File: src/rtl/rom_rd_arbiter.sv
// Shares one single-port, 1-cycle-latency coefficient ROM among N_REQ readers.
// Latency: accept at edge T -> rsp in cycle T+1 (T+2 when RSP_REG_EN is defined).
// Backpressure: one-hot req_ready grant, one accept per cycle; responses cannot stall.
//
// Ports:
//   clk, rst_n            clock, synchronous active-low reset
//   rr_en                 1 = round-robin arbitration, 0 = fixed priority (index 0 highest)
//   req_valid/req_addr    per-requester read requests; requester i addr at [i*AW +: AW]
//   req_ready             one-hot grant, only ever set for a valid requester
//   rsp_valid/rsp_data    one-hot response strobe and shared response word (0 when idle)
//   rom_ren/rom_radd      ROM read port; rom_wout returns the word one cycle later
//
// Build option: define RSP_REG_EN to add an output register stage on rsp_valid/rsp_data.
module rom_rd_arbiter #(
   parameter int N_REQ      = 4,
   parameter int N_ADDR     = 256,
   parameter int DATA_WIDTH = 16,
   localparam int AW        = $clog2(N_ADDR),
   localparam int PW        = $clog2(N_REQ)
) (
   input  logic                  clk,
   input  logic                  rst_n,
   input  logic                  rr_en,
   input  logic [N_REQ-1:0]      req_valid,
   input  logic [N_REQ*AW-1:0]   req_addr,
   output logic [N_REQ-1:0]      req_ready,
   output logic [N_REQ-1:0]      rsp_valid,
   output logic [DATA_WIDTH-1:0] rsp_data,
   output logic                  rom_ren,
   output logic [AW-1:0]         rom_radd,
   input  logic [DATA_WIDTH-1:0] rom_wout
);

   logic [PW-1:0]         ptr;
   logic [PW-1:0]         ptr_eff;
   logic [PW-1:0]         idx;
   logic [PW-1:0]         win_idx;
   logic                  found;
   logic [N_REQ-1:0]      grant;
   logic [N_REQ-1:0]      tag_q;
   logic [DATA_WIDTH-1:0] rsp_data_c;

   // A pointer outside 0..N_REQ-1 can only come from a fault; fall back to index 0.
   assign ptr_eff = (int'(ptr) < N_REQ) ? ptr : '0;

   // Search starts at ptr_eff (round-robin) or 0 (fixed) and takes the first valid requester.
   always_comb begin
      grant   = '0;
      win_idx = '0;
      found   = 1'b0;
      idx     = '0;
      for (int o = 0; o < N_REQ; o++) begin
         idx = rr_en ? PW'((int'(ptr_eff) + o) % N_REQ) : PW'(o);
         if (!found && req_valid[idx]) begin
            found      = 1'b1;
            grant[idx] = 1'b1;
            win_idx    = idx;
         end
      end
      // Nothing may be accepted while reset is held.
      if (!rst_n) begin
         grant = '0;
         found = 1'b0;
      end
   end

   assign req_ready = grant;
   assign rom_ren   = found;
   assign rom_radd  = found ? req_addr[int'(win_idx)*AW +: AW] : '0;

   // ptr moves past the winner; in fixed-priority mode it still tracks so a later switch
   // to round-robin starts from a sensible place.
   always_ff @(posedge clk) begin
      if (!rst_n) begin
         ptr   <= '0;
         tag_q <= '0;
      end else begin
         tag_q <= rom_ren ? grant : '0;
         if (rom_ren) begin
            ptr <= (int'(win_idx) == N_REQ - 1) ? '0 : win_idx + PW'(1);
         end
      end
   end

   // Gate the ROM output so the shared bus carries zero when no response is due.
   assign rsp_data_c = (|tag_q) ? rom_wout : '0;

`ifdef RSP_REG_EN
   always_ff @(posedge clk) begin
      if (!rst_n) begin
         rsp_valid <= '0;
         rsp_data  <= '0;
      end else begin
         rsp_valid <= tag_q;
         rsp_data  <= rsp_data_c;
      end
   end
`else
   assign rsp_valid = tag_q;
   assign rsp_data  = rsp_data_c;
`endif

endmodule
File: config.mk
export PLATFORM = sky130hd
export DESIGN_NAME = rom_rd_arbiter
export DESIGN_NICKNAME = d
export VERILOG_FILES = /design/src/rtl/rom_rd_arbiter.sv
export SDC_FILE = /design/constraint.sdc
export NUM_CORES = 1
export LEC_CHECK = 0
export BUFFER_PORTS_ARGS = -buffer_cell sky130_fd_sc_hd__buf_4
export CELL_PAD_IN_SITES_DETAIL_PLACEMENT = 0
export CELL_PAD_IN_SITES_GLOBAL_PLACEMENT = 1
export CORE_UTILIZATION = 28
export DETAILED_ROUTE_END_ITERATION = 8
export PLACE_DENSITY = 0.95
export SYNTH_ARGS = -nofsm -noshare
export SYNTH_HDL_FRONTEND = slang
export SYNTH_SLANG_ARGS = --single-unit
File: constraint.sdc
create_clock -name clk -period 5.78 [get_ports clk]
set_input_delay 1.156 -clock clk [delete_from_list [all_inputs] [get_ports clk]]
set_output_delay 1.156 -clock clk [all_outputs]
set_load 0.02 [all_outputs]
==> Word level (Yosys, flattened, before mapping) <==
Cells that the tools add are included.
W data, S select, Z words.
{ "classes": {"bitwise": 3, "magnitude_cmp": 8, "n_reduce_logical": 12, "eq_ne": 1, "addsub": 4, "n_shift": 1, "muxes": 37} }
{ "op_table": {"columns": ["operator", "n"], "rows": [
  ["$shiftx A32 B6 Y8", 1],
  ["$mux W4", 5],
  ["$mux W2", 9],
  ["$mux W16", 1],
  ["$mux W1", 13],
  ["$lt A2 B3 Y1 const B", 4],
  ["$or A4 B4 Y4", 3],
  ["$bmux W1 S2", 4],
  ["$demux W1 S2", 4],
  ["$ge A2 B1 Y1 const B", 4],
  ["$mux W8", 1],
  ["$logic_and A1 B1 Y1", 7],
  ["$add A2 B1 Y2 const B", 2],
  ["$add A2 B2 Y2 const B", 2],
  ["$reduce_or A4 Y1", 1],
  ["$logic_not A1 Y1", 3],
  ["$eq A2 B1 Y1 const B", 1],
  ["$reduce_and A2 Y1", 1]
]} }
{ "totals": {"elab_cells": 68, "out_inout_bits": 33, "register_bits": 6, "inputBits": 55} }

==> Depth between registers and ports, before layout <==
{ "depth": {"depth_word": 15, "mapped_depth": 11, "ltp_nobuf": 7} }

==> Worst setup path after synthesis <==
Ideal clock, no wire load.
{ "synth_timing": {"kind": "input port to output port", "startpoint": "input port req_valid[3]", "endpoint": "output port rom_radd[1]", "arrival_time_ns": 3.101, "n_path_buf": 2, "stages": 9, "t_required_ns": 4.624, "setup_slack_ns": 1.523, "cell_sequence": "buf_2 > nor3_1 > a311o_1 > a211oi_4 > o41ai_4 > a211oi_4 > buf_6 > a32oi_1 > a21oi_1"} }
{ "synth_between": {"elab_chain_cells": 14, "elab_cells_between_ends": 25, "classes_between": "1 x shift; 18 x mux; 6 x reduce/logical"} }
{ "synth_lines": {"columns": ["element", "line", "source"], "rows": [
  ["from (decl)", "24", "input logic [N_REQ-1:0] req_valid,"],
  ["$bmux W1 S2", "54", "if (!found && req_valid[idx]) begin"],
  ["$mux W1 (implied by the code)", "54", null],
  ["$mux W1", "54", null],
  ["$logic_not A1 Y1", "54", null],
  ["$logic_and A1 B1 Y1", "54", null],
  ["$mux W1", "54", null],
  ["$logic_not A1 Y1", "54", null],
  ["$logic_and A1 B1 Y1", "54", null],
  ["$mux W1", "54", null],
  ["$logic_not A1 Y1", "54", null],
  ["$logic_and A1 B1 Y1", "54", null],
  ["$mux W2 / $mux W1 (equally long branches)", "54", null],
  ["$shiftx A32 B6 Y8 / $mux W1 (equally long branches)", "69, 61", null],
  ["$mux W8 (*)", "69", "assign rom_radd = found ? req_addr[int'(win_idx)*AW +: AW] : '0;"],
  ["to (decl)", "30", "output logic [AW-1:0] rom_radd,"]
]} }
Mark *: on every way between the ends. The rest lies on a longest branch, timed or not. The select of a mux whose other input is x is not followed.

==> Final worst setup path <==
{ "layout_timing": {"startpoint": "input port req_valid[3]", "endpoint": "output port rom_radd[6]"} }
Same word-level chain as after synthesis.

==> report_table.html <==
<table>
<tr><th>Metric</th><th>Value</th></tr>
<tr><th colspan="2">Status</th></tr>
<tr><td>Status</td><td>completed</td></tr>
<tr><th colspan="2">STA</th></tr>
<tr><td>Minimum period implied by the final worst setup slack</td><td>4.53 ns</td></tr>
<tr><td>Hold Fails Final Rpt</td><td>0</td></tr>
<tr><td>Pins over their slew limit</td><td>0</td></tr>
<tr><td>Worst Clk Skew</td><td>between 0.003 and 0.004 ns</td></tr>
<tr><td>F_max</td><td>0.221 GHz</td></tr>
<tr><td>Final total negative setup slack</td><td>0 ns</td></tr>
<tr><td>Relative slew slack</td><td>a little over half</td></tr>
<tr><td>Transition time at the pin with the least slew margin</td><td>0.706 ns</td></tr>
<tr><td>Portion of the clock cycle consumed by the worst path in the final layout</td><td>between 70% and 80%</td></tr>
<tr><td>Setup repair after global routing missed its margin</td><td>no</td></tr>
<tr><td>Total setup violations reported at the end of the flow</td><td>0</td></tr>
<tr><th colspan="2">Setup path</th></tr>
<tr><td>Required time of the worst setup path</td><td>4.62 ns</td></tr>
<tr><td>Critical path endpoint category</td><td>primary output</td></tr>
<tr><td>Arrival time at the worst endpoint</td><td>3.38 ns</td></tr>
<tr><td>Largest fanout on the critical path</td><td>16</td></tr>
<tr><td>Slowest cell on the critical path</td><td>a211oi_4</td></tr>
<tr><td>Depth of the most critical reg-to-reg path</td><td>7</td></tr>
<tr><td>Cells traversed along the worst timing path</td><td>buf_4 -&gt; nor3_1 -&gt; a311o_1 -&gt; a211oi_4 -&gt; o41ai_4 -&gt; a211oi_4 -&gt; a221oi_1 -&gt; a21oi_1 -&gt; buf_4</td></tr>
<tr><td>Worst path max stage delay</td><td>0.64 ns</td></tr>
<tr><td>Setup slack, reg-to-reg</td><td>2.92 ns</td></tr>
<tr><td>Crit Reg-Reg Endpoint</td><td>ptr[1]</td></tr>
<tr><td>Startpoint class of the critical path</td><td>primary input</td></tr>
<tr><td>Reg-to-reg startpoint</td><td>ptr[1]</td></tr>
<tr><td>Class of the most critical setup path</td><td>primary input to primary output</td></tr>
<tr><th colspan="2">Floorplanning</th></tr>
<tr><td>Horizontal die dimension</td><td>approximately 66 um</td></tr>
<tr><td>CORE AREA</td><td>around 3800 um2</td></tr>
<tr><td>Starting Density</td><td>30.3%</td></tr>
<tr><td>Count of boundary I/O pins</td><td>about 90</td></tr>
<tr><td>Area of the die</td><td>4380 um2</td></tr>
<tr><td>Site Rows</td><td>22</td></tr>
<tr><td>Height of the chip</td><td>~66 um</td></tr>
<tr><th colspan="2">Routing</th></tr>
<tr><td>Final routed DRC violation total</td><td>0</td></tr>
<tr><td>Number of optimization iterations in the first detailed-route pass</td><td>4</td></tr>
<tr><td>Final routed wirelength across all metal layers</td><td>3520 um</td></tr>
<tr><td>Iteration-0 DRC count of the detailed router</td><td>49</td></tr>
<tr><td>Detailed-route vias per instance</td><td>~5.2</td></tr>
<tr><td>Wire length per cell</td><td>12.6 um</td></tr>
<tr><td>Number of nets with antenna violations after detailed routing</td><td>0</td></tr>
<tr><td>Vias after detailed routing</td><td>around 1500</td></tr>
<tr><th colspan="2">Power</th></tr>
<tr><td>Static leakage power</td><td>about 0.8 nW</td></tr>
<tr><td>PD cells</td><td>approximately 380 nW/um2</td></tr>
<tr><td>Highest ir drop seen on vdd</td><td>0.000210 V</td></tr>
<tr><th colspan="2">Clock network</th></tr>
<tr><td>TritonCTS clock tree</td><td>built</td></tr>
<tr><td>Post-cts repair resize count</td><td>0</td></tr>
<tr><td>Postcts setup bufs</td><td>0</td></tr>
<tr><td>Bufs on Longest Clock Path</td><td>2</td></tr>
<tr><td>Cts bufs inserted</td><td>3</td></tr>
<tr><td># clock sinks</td><td>6</td></tr>
<tr><td>Number of hold buffers added after cts</td><td>0</td></tr>
<tr><td>Clock insertion delay at the later pin of the skew report</td><td>0.22 ns</td></tr>
<tr><td>H-tree depth</td><td>1</td></tr>
<tr><td>Clock edge transition at the registers on the reported setup and hold paths</td><td>0.04 ns</td></tr>
<tr><td>Root buf cell</td><td>clkbuf_8</td></tr>
<tr><th colspan="2">Synth</th></tr>
<tr><td>Flip-flop and latch count after synthesis</td><td>6</td></tr>
<tr><td>Most instantiated flip-flop cell in the synthesis netlist</td><td>dfxtp_1</td></tr>
<tr><td>Net count after synthesis</td><td>208</td></tr>
<tr><td>Distinct cells, synth</td><td>between 40 and 50</td></tr>
<tr><td>Fraction of registers with async set/reset</td><td>0%</td></tr>
<tr><td>Ys Warns</td><td>0</td></tr>
<tr><td>Average size of a mapped cell</td><td>7.53 um2</td></tr>
<tr><td>Combined area of all synthesized cells</td><td>1150 um2</td></tr>
<tr><td>Proportion of synthesized chip area in sequential cells</td><td>10.4%</td></tr>
<tr><td>Synth Instances</td><td>153</td></tr>
<tr><td>EDFF count, synth</td><td>0</td></tr>
<tr><th colspan="2">Placement</th></tr>
<tr><td>Number of buffer cells added on primary ports</td><td>87</td></tr>
<tr><td>Post-detail-place hpwl</td><td>2740 um</td></tr>
<tr><td>GPL Wtd Cong</td><td>0.880</td></tr>
<tr><th colspan="2">Cells and area</th></tr>
<tr><td>Count of fill cells added during filler insertion</td><td>405</td></tr>
<tr><td>Final core occ</td><td>about half</td></tr>
<tr><td>Area overhead of the layout relative to synthesis</td><td>58.7%</td></tr>
<tr><td>Fraction of layout cells with a size suffix above 1</td><td>47.6%</td></tr>
<tr><td>Ant. Diodes</td><td>0</td></tr>
<tr><td>Layout Nets</td><td>~290</td></tr>
<tr><td>Total area of multi-input combinational cells</td><td>936 um2</td></tr>
<tr><td>Most common cell after layout, fill and taps aside</td><td>buf_4</td></tr>
<tr><td>Commonest cells after routing, fill and taps aside</td><td>88 x buf_4, 18 x nor2_1, 17 x nor2b_1</td></tr>
<tr><td>Flip-flop and latch area</td><td>120 um2</td></tr>
<tr><th colspan="2">Worst hold path</th></tr>
<tr><td>Hold Path Depth</td><td>1</td></tr>
<tr><td>Startpoint of the lowest-slack hold path</td><td>ptr[1]</td></tr>
<tr><td>Type of the tightest min-delay check</td><td>flop to flop</td></tr>
<tr><td>End of the worst hold path</td><td>ptr[1]</td></tr>
<tr><th colspan="2">GRT</th></tr>
<tr><td>Number of antenna violations at the first check in global routing</td><td>0</td></tr>
<tr><td>Total Routing Usage GR</td><td>16.3%</td></tr>
<tr><td>Maximum number of pins on one net before global-route repair</td><td>22</td></tr>
<tr><td>Number of global-route vias before repair</td><td>approximately 1300</td></tr>
<tr><td>First-pass GRT wire length</td><td>5640 um</td></tr>
<tr><td>Sum of overflow across all layers after global routing</td><td>0</td></tr>
<tr><th colspan="2">Job</th></tr>
<tr><td>Number of max-capacitance violations reported</td><td>0</td></tr>
</table>
metal layers:
| layer | track usage, % | up-vias | wire length [um] |
|---|---|---|---|
| met2 | 28.8 | 64 | 1810 |
| met5 | 0 | - | 0 |
| met1 | 19.4 | 659 | 1390 |
| li1 | - | 725 | - |
| met3 | 4.31 | 4 | 303 |
| met4 | 3.99 | 0 | 22 |
state kept, by name, summed over array words and instances (netlist names):
| name | flops |
|---|---|
| ptr | 2 |
| rsp_valid | 4 |
metrics by stage:
| step | instances | power (W) | setup WS [ns] | hold slack (ns) | instance area [um2] |
|---|---|---|---|---|---|
| after floorplan | 153 | 0.000456 | 1.52 | 0.761 | 1150 |
| after global placement | 276 | 0.000625 | 1.23 | 0.844 | 1790 |
| after detailed placement | 276 | 0.000627 | 1.23 | 0.845 | 1790 |
| after CTS | 279 | 0.000694 | 1.23 | 0.856 | 1830 |
| after global routing | 279 | 0.000744 | 0.981 | 0.917 | 1830 |
| final | 279 | 0.000688 | 1.25 | 0.850 | 1830 |
power breakdown:
part | internal, W | leakage (nW) | switching (W) | total, W
registers | 0.0000522 | 0.0495 | 0.0000292 | 0.0000814
clock network | 0.0000448 | 0.0216 | 0.0000184 | 0.0000632
logic | 0.000239 | 0.746 | 0.000304 | 0.000543
total | 0.000336 | 0.817 | 0.000351 | 0.000688
cell families (layout without fill, tap and decap cells):
| logic type | Yosys count | in the layout | synth area share [%] |
|---|---|---|---|
| AO/OA/AOI/OAI | 53 | 53 | 39.7 |
| multiplexers | 4 | 4 | 4.67 |
| flip-flops | 6 | 6 | 10.4 |
| AND/OR/NAND/NOR | 74 | 74 | 36.3 |
| buffers and inverters | 16 | 94 | 8.90 |
critical path: cells and delay by family:
family	cells	cell delay, ns
compound gates	6	1.88
buf+inv	2	0.29
simple gates	1	0.05
area by class of cell:
class | count | area share (%)
multi-input combinational | 131 | 51.2
timing repair buffer | 88 | 36.1
sequential | 6 | 6.57
tap | 48 | 3.28
clock buffer | 3 | 2.26
inverter | 3 | 0.616
cells in the mapped netlist (2+ instances only):
library cell | n | area, um2
a221oi_2 | 3 | 45.0
a32oi_1 | 8 | 70.1
buf_6 | 4 | 45.0
inv_1 | 3 | 11.3
mux2i_1 | 2 | 20.0
nor2b_1 | 17 | 106
a31oi_1 | 3 | 18.8
and2_1 | 11 | 68.8
nor2_1 | 18 | 67.6
dfxtp_1 | 6 | 120
a211oi_4 | 2 | 40.0
buf_2 | 7 | 35.0
nand2_1 | 8 | 30.0
a221oi_1 | 6 | 52.6
a21oi_1 | 15 | 75.1
o21ai_0 | 4 | 20.0
nand3_1 | 5 | 25.0
nand2b_1 | 2 | 12.5
worst max-delay path by stage:
stage | start | end | slack [ns] | cells after the start
after floorplan | req_valid[3] | rom_radd[1] | 1.52 | 9
after global placement | req_valid[3] | rom_radd[6] | 1.23 | 9
after detailed placement | req_valid[3] | rom_radd[7] | 1.23 | 9
after CTS | req_valid[3] | rom_radd[7] | 1.23 | 9
after global routing | rr_en | req_ready[0] | 0.98 | 9
final | req_valid[3] | rom_radd[6] | 1.25 | 9
Power figures use the tool's default switching activity.
